$ cat src/rtl/proc_pkg.sv
// Shared widths, instruction field layout and fetch state encoding for the processor front end.
// The instruction word is an opcode field stacked on an address-sized operand field.
package proc_pkg;

  localparam int unsigned OPERAND_LSB = 0;
  localparam int unsigned OPERAND_MSB = 15;
  localparam int unsigned OPC_LSB     = OPERAND_MSB + 1;
  localparam int unsigned OPC_MSB     = 20;

  localparam int unsigned ROM_WIDTH  = OPC_MSB + 1;
  localparam int unsigned ADDR_WIDTH = OPERAND_MSB - OPERAND_LSB + 1;
  localparam int unsigned RESET_PC   = 0;

  typedef enum logic {
    FETCH = 1'b0,
    HALT  = 1'b1
  } fetch_state_e;

endpackage

$ cat src/rtl/fetch_pc.sv
// Program counter for the fetch stage: increments on each instruction load,
// wraps modulo 2^ADDR_WIDTH, holds on stall/halt and jumps on redirect.
module fetch_pc
  import proc_pkg::*;
#(
  parameter int unsigned           ADDR_WIDTH = proc_pkg::ADDR_WIDTH,
  parameter logic [ADDR_WIDTH-1:0] RESET_PC   = '0
) (
  input  logic                  clk,
  input  logic                  rst,
  input  logic                  fetch_en,
  input  logic                  instr_valid,
  input  logic                  instr_ready,
  input  logic                  redirect,
  input  logic [ADDR_WIDTH-1:0] redirect_addr,
  output logic                  load,
  output logic [ADDR_WIDTH-1:0] pc
);

  // A redirect cycle never loads: the word at the old pc is wrong-path.
  assign load = fetch_en && (!instr_valid || instr_ready) && !redirect;

  // NOTE: state registers use non-blocking assignments so every flop samples
  // pre-edge values; blocking here would create order-dependent simulation.
  always_ff @(posedge clk) begin
    if (rst) begin
      pc <= RESET_PC;
    end else if (redirect) begin
      pc <= redirect_addr;
    end else if (load) begin
      pc <= pc + ADDR_WIDTH'(1);
    end
  end

endmodule

$ cat src/rtl/fetch_unit.sv
// Instruction fetch stage: drives the asynchronous ROM from the PC, registers the
// returned word into the instruction register and hands it to the decoder via valid/ready.
module fetch_unit
  import proc_pkg::*;
#(
  parameter int unsigned           ROM_WIDTH  = proc_pkg::ROM_WIDTH,
  parameter int unsigned           ADDR_WIDTH = proc_pkg::ADDR_WIDTH,
  parameter logic [ADDR_WIDTH-1:0] RESET_PC   = ADDR_WIDTH'(proc_pkg::RESET_PC)
) (
  input  logic                  clk,
  input  logic                  rst,
  output logic [ADDR_WIDTH-1:0] rom_addr,
  input  logic [ROM_WIDTH-1:0]  rom_data,
  output logic [ROM_WIDTH-1:0]  instr,
  output logic [ADDR_WIDTH-1:0] instr_pc,
  output logic                  instr_valid,
  input  logic                  instr_ready,
  input  logic                  redirect,
  input  logic [ADDR_WIDTH-1:0] redirect_addr,
  input  logic                  halt_req,
  output logic                  halted
);

  fetch_state_e          state;
  fetch_state_e          state_next;
  logic                  load;
  logic [ADDR_WIDTH-1:0] pc;

  fetch_pc #(
    .ADDR_WIDTH (ADDR_WIDTH),
    .RESET_PC   (RESET_PC)
  ) u_fetch_pc (
    .clk           (clk),
    .rst           (rst),
    .fetch_en      (state == FETCH),
    .instr_valid   (instr_valid),
    .instr_ready   (instr_ready),
    .redirect      (redirect),
    .redirect_addr (redirect_addr),
    .load          (load),
    .pc            (pc)
  );

  assign rom_addr = pc;
  assign halted   = (state == HALT);

  // NOTE: the default assignment first guarantees state_next is written on
  // every path, so no latch is inferred.
  always_comb begin
    state_next = state;
    if (redirect) begin
      state_next = FETCH;
    end else if (halt_req) begin
      state_next = HALT;
    end
  end

  always_ff @(posedge clk) begin
    if (rst) begin
      state <= FETCH;
    end else begin
      state <= state_next;
    end
  end

  // Redirect flushes the output even if the decoder is consuming it this cycle.
  always_ff @(posedge clk) begin
    if (rst) begin
      instr       <= '0;
      instr_pc    <= '0;
      instr_valid <= 1'b0;
    end else if (redirect) begin
      instr_valid <= 1'b0;
    end else if (load) begin
      instr       <= rom_data;
      instr_pc    <= pc;
      instr_valid <= 1'b1;
    end else if (instr_valid && instr_ready) begin
      instr_valid <= 1'b0;
    end
  end

endmodule
$ cat config.mk
export PLATFORM = sky130hd
export DESIGN_NAME = fetch_unit
export DESIGN_NICKNAME = d
export VERILOG_FILES = /design/src/rtl/proc_pkg.sv /design/src/rtl/fetch_pc.sv /design/src/rtl/fetch_unit.sv
export SDC_FILE = /design/constraint.sdc
export NUM_CORES = 1
export LEC_CHECK = 0
export BUFFER_PORTS_ARGS = -buffer_cell sky130_fd_sc_hd__buf_2
export CORE_AREA = 5 5 74 76
export CTS_BUF_LIST = sky130_fd_sc_hd__clkbuf_4
export CTS_CLUSTER_SIZE = 25
export DETAILED_ROUTE_END_ITERATION = 6
export DIE_AREA = 0 0 79 81
export PLACE_DENSITY = 0.8
export SYNTH_ARGS = -nofsm -noshare
export SYNTH_HDL_FRONTEND = slang
export SYNTH_SLANG_ARGS = --single-unit
$ cat constraint.sdc
create_clock -name clk -period 2.3 [get_ports clk]
set_clock_uncertainty 0.2 [all_clocks]
set_input_delay 0.23 -clock clk [delete_from_list [all_inputs] [get_ports clk]]
set_output_delay 0.23 -clock clk [all_outputs]
set_load 0.05 [all_outputs]
### Word-level counts from Yosys, hierarchy flattened

Index checks and enable logic that the tools add are counted.

* $add $sub $neg: 1
* multipliers: 0
* divide/modulo/power cells: 0
* order comparisons: 0
* eq/ne operators: 0
* shifts and indexed selects: 0
* mux-type cells: 4
* bitwise gates (word level): 2
* reduce and logical (&&, ||, !) cells: 10

Operators with widths (number)
* 16-bit two-way mux: 2
* 16-bit by 1-bit adder with 16-bit output, second input constant: 1
* 2-bit nonzero test: 2
* 1-bit logical AND: 3
* 1-bit zero test: 2
* 1-bit two-way mux: 2
* 1-bit inverter: 2
* 2-bit AND reduction: 1
* 2-bit OR reduction: 1
* 1-bit logical OR: 1

* register bits after elaboration: 55
* bits in latches: 0
* RAM bits: 0
* bits in read-only memories: 0
* input port bits: 42
* output and inout port bits: 55
* word-level logic and storage cells: 22
* memories kept: 0

### Depth between registers and ports, before layout

* depth in word-level cells: 6
* depth in mapped cells: 7
* depth with buffers taken out: 5

### Hierarchy

From an unflattened synthesis, not the netlist that was laid out.

* cell total of the unflattened synthesis: 285
* area, all modules: 2660.1 µm²

By module, submodules not included
* fetch_unit: times used 1, cells each 176, area each 1775.5 µm², sequential area each 780.7 µm²
* fetch_pc: times used 1, cells each 109, area each 884.6 µm², sequential area each 320.3 µm²

### Worst setup path before layout

Ideal clock, no wire load.

* path kind: reg-to-reg
* start point: reg u_fetch_pc.pc[0]
* end point: reg u_fetch_pc.pc[15]
* setup time: 88 ps
* arrival: 1995 ps
* data required time: 2012 ps
* setup slack: 17 ps
* stages on the path, launching flop included: 5
* path buffers: 0
* clock period less this slack: 2283 ps
* path through: dfxtp_1 nand3_1 or3_4 or4_4 a311oi_2

* cells in the longest elaborated chain, start to end: 3

Ends and longest elaborated chain
* from (decl): RTL line fetch_pc.sv:17 `output logic [ADDR_WIDTH-1:0] pc`
* from (signal assigned): RTL line fetch_pc.sv:29 `pc <= redirect_addr;`
* from (signal assigned): RTL line fetch_pc.sv:31 `pc <= pc + ADDR_WIDTH'(1);`
* 16-bit by 1-bit adder with 16-bit output: RTL line fetch_pc.sv:31
* 16-bit two-way mux: RTL line fetch_pc.sv:30 `end else if (load) begin`
* 16-bit two-way mux: RTL line fetch_pc.sv:28 `end else if (redirect) begin`

No other way between the ends. The select of a mux whose other input is x is not followed.
A chain may end at the register's enable or synchronous reset.

### Worst setup path after layout

* start point: reg u_fetch_pc.pc[3]
* end point: reg u_fetch_pc.pc[14]

The elaborated chain is that of the path after synthesis.

==> flow_summary.ini <==
[run_status]
outcome = finished clean

[floorplan]
core_um2 = 4660
dieHeight_um = 81
dieArea_um2 = 6400
rows = 25
initial_utilization_pct = 48.6
io_pins = 97
die_w_um = 79

[logic_synthesis]
syn_inst = 234
synth_edf_count = 0
avgSynthCellArea_um2 = 9.67
ys_async_sr_fraction_pct = 0
ys_ff_latch = 55
ys_seq_area_share_pct = 48.6
synth_top_area_share_pct = 48.6
netlist_area_um2 = 2260
ys.flop_type = dfxtp_1
yosys.area.top_type = dfxtp_1
syn-num-nets = 277
synth_cell_types = 38
synth_area_leaders = dfxtp_1 (49%), mux2i_1 (16%), nor2_1 (8.6%)
ys_warn_count = 0

[grt]
grt_overflow = 0
grt_first_pass_wirelength_mm = 9.83
first_global_vias = 2090
antenna_found_initial = 0
grt_usage_pct = 19.5
grt_max_degree = 34

[route]
vias = 2176
met2_length_mm = 3.10
via_per_inst = 5.16
drc = 0
wl_per_cell_um = 14.4
drt_iter0_drc = 77
detail-route-antenna-nets = 0
wl_met3_um = 348
totalWireLength_mm = 6.06
drt-met1-wl_mm = 2.51
highest_layer = met4
firstDrtPassIters = 4

[sta]
finalHoldViolCount = 0
slew_violations = 0
fin_crit_ns = 2.03
slew_headroom_pct = 52.0
setup_viol = 0
timing.fmax_ghz = 0.494
setup-tns-final_ns = 0
rsz0062_at_grt = no
fin_crit_sh_pct = 88.0
worst_pin_slew_ns = 0.718
layout_setup_ws_ns = 0.275

[clock_network]
cts.clk_slew.worst_paths_ns = 0.14
clock-sinks = 55
ctsHoldBuffers = 41
post-cts-setup-buffer-count = 0
cts_buffers = 5
cts_resized = 0
cts_root_buf = clkbuf_4
cts_tree = done
clock_latency_ns = 0.36
clk_path_buf_depth = 2
htree_num_levels = 2

[power_and_ir_drop]
vdd.ir_drop.worst_v = 0.000407
p_leak_nw = 1.53
power.density_nw_per_um2 = 643

[critical_path]
crit_fanout = 8
required_ns = 2.38
cp_slowest_cell = dfxtp_1
worstPathArrival_ns = 2.11
crit_path_cell_trace = and4_1 -> nand4_1 -> or4_1 -> a311oi_1
max_stage_delay_ns = 0.49
start_kind = flip-flop
crit_type = flip-flop to flip-flop
crit_path_end_kind = flip-flop

[placement]
gp_congestion = 0.852
dp.cells = 373
dpl.hpwl_mm = 3.96
io_buffers = 96
post-place-ws_ns = 0.302

[final_layout]
layout.cells.non_filler = 422
layout.nets = 410
diodes = 0
area_growth_pct = 44.7
fillers = 363
final_layout_size_suffix_gt1_share_pct = 31.5

[run]
maxCapViolCount = 0

[hold_path]
hold_path_class = primary input to flip-flop
-- stage by stage --
| step | utilization (%) | power, mW | hold slack [ns] | instance area [um2] |
|---|---|---|---|---|
| 4_1_cts | 70.3 | 2.12 | 0.127 | 3270 |
| 6_report | 70.3 | 2.10 | 0.140 | 3270 |
| 2_1_floorplan | - | 1.43 | 0.177 | 2260 |
| 3_3_place_gp | 59.8 | 1.56 | 0.259 | 2790 |
| 5_1_grt | 70.3 | 2.21 | 0.141 | 3270 |
| 3_5_place_dp | 59.8 | 1.56 | 0.276 | 2790 |
-- critical path: cells and delay by family (launching register included) --
| family | cells | cell delay (ns) |
|---|---|---|
| AND/OR/NAND/NOR | 3 | 1.02 |
| flip-flops | 1 | 0.49 |
| AO/OA/AOI/OAI | 1 | 0.24 |
-- cells by family (layout without fill, tap and decap cells) --
family                     count (synthesis)  count (layout)  synth area share, %
AOI/OAI and AO/OA                         28              28                 9.84
xor gates and xnor gates                   6               6                 2.32
adders and majority gates                  1               1                0.553
buffers and inverters                     21             155                 3.76
DFF                                       55              55                 48.6
muxes                                     37              37                 16.4
and+or+nand+nor                           86              86                 18.5
-- power breakdown --
| part | switching (mW) | total, mW | internal (mW) |
|---|---|---|---|
| sequential | 0.0509 | 1.06 | 1.01 |
| clock | 0.282 | 0.506 | 0.224 |
| combinational | 0.346 | 0.535 | 0.189 |
-- state kept, by name, summed over array words and instances, names as in the netlist --
register       cells
u_fetch_pc.pc     16
halted             1
instr_pc          16
instr_valid        1
instr             21
-- layer usage --
metal  vias to the layer above  track usage (%)
met5                         -                0
met4                         0             6.70
met3                        10             4.66
met2                        65             35.4
met1                      1003             22.6
li1                       1098                -
-- cells in the final DEF, fill, tap and decap left out, types with 4 or more instances in the layout --
master         count
clkbuf_4           5
nand2_1            5
a311oi_1           6
inv_1              5
nor2_1            52
xnor2_1            5
mux2i_1           37
buf_2             96
dlygate4sd3_1     41
a211oi_1           9
dfxtp_1           55
and4_1             4
nand4_1            4
buf_4              5
-- Yosys cell counts (all sizes together) (2+ instances only) --
cell type  count
dfxtp         55
nand3          3
a311oi         7
o21ai          3
nor3           5
and4           4
nor4           2
or4            2
a211oi         9
xnor2          5
nand2          5
inv            5
buf            8
a31o           2
mux2i         37
nand4          4
or3            3
clkbuf         8
o31ai          2
a2111oi        2
nor2          52
-- worst paths after layout --
path / start / end / slack (ns) / depth (start not counted)
worst max-delay path: u_fetch_pc.pc[3] / u_fetch_pc.pc[14] / 0.27 / 4
worst min-delay path: rst / instr_pc[6] / 0.14 / 2
worst max register to register: u_fetch_pc.pc[3] / u_fetch_pc.pc[14] / 0.27 / 4
worst min register to register: instr[17] / instr[17] / 0.30 / 2
-- cell type report --
class	instances	area (um2)	share of cell area (%)
Multi-Input combinational cell	158	1080	33.1
Timing Repair Buffer	142	928	28.4
Clock buffer	5	37.5	1.15
Sequential cell	55	1100	33.6
Inverter	5	18.8	0.573
Clock inverter	3	38.8	1.18
Tap cell	54	67.6	2.06
Power figures use the tool's default switching activity.
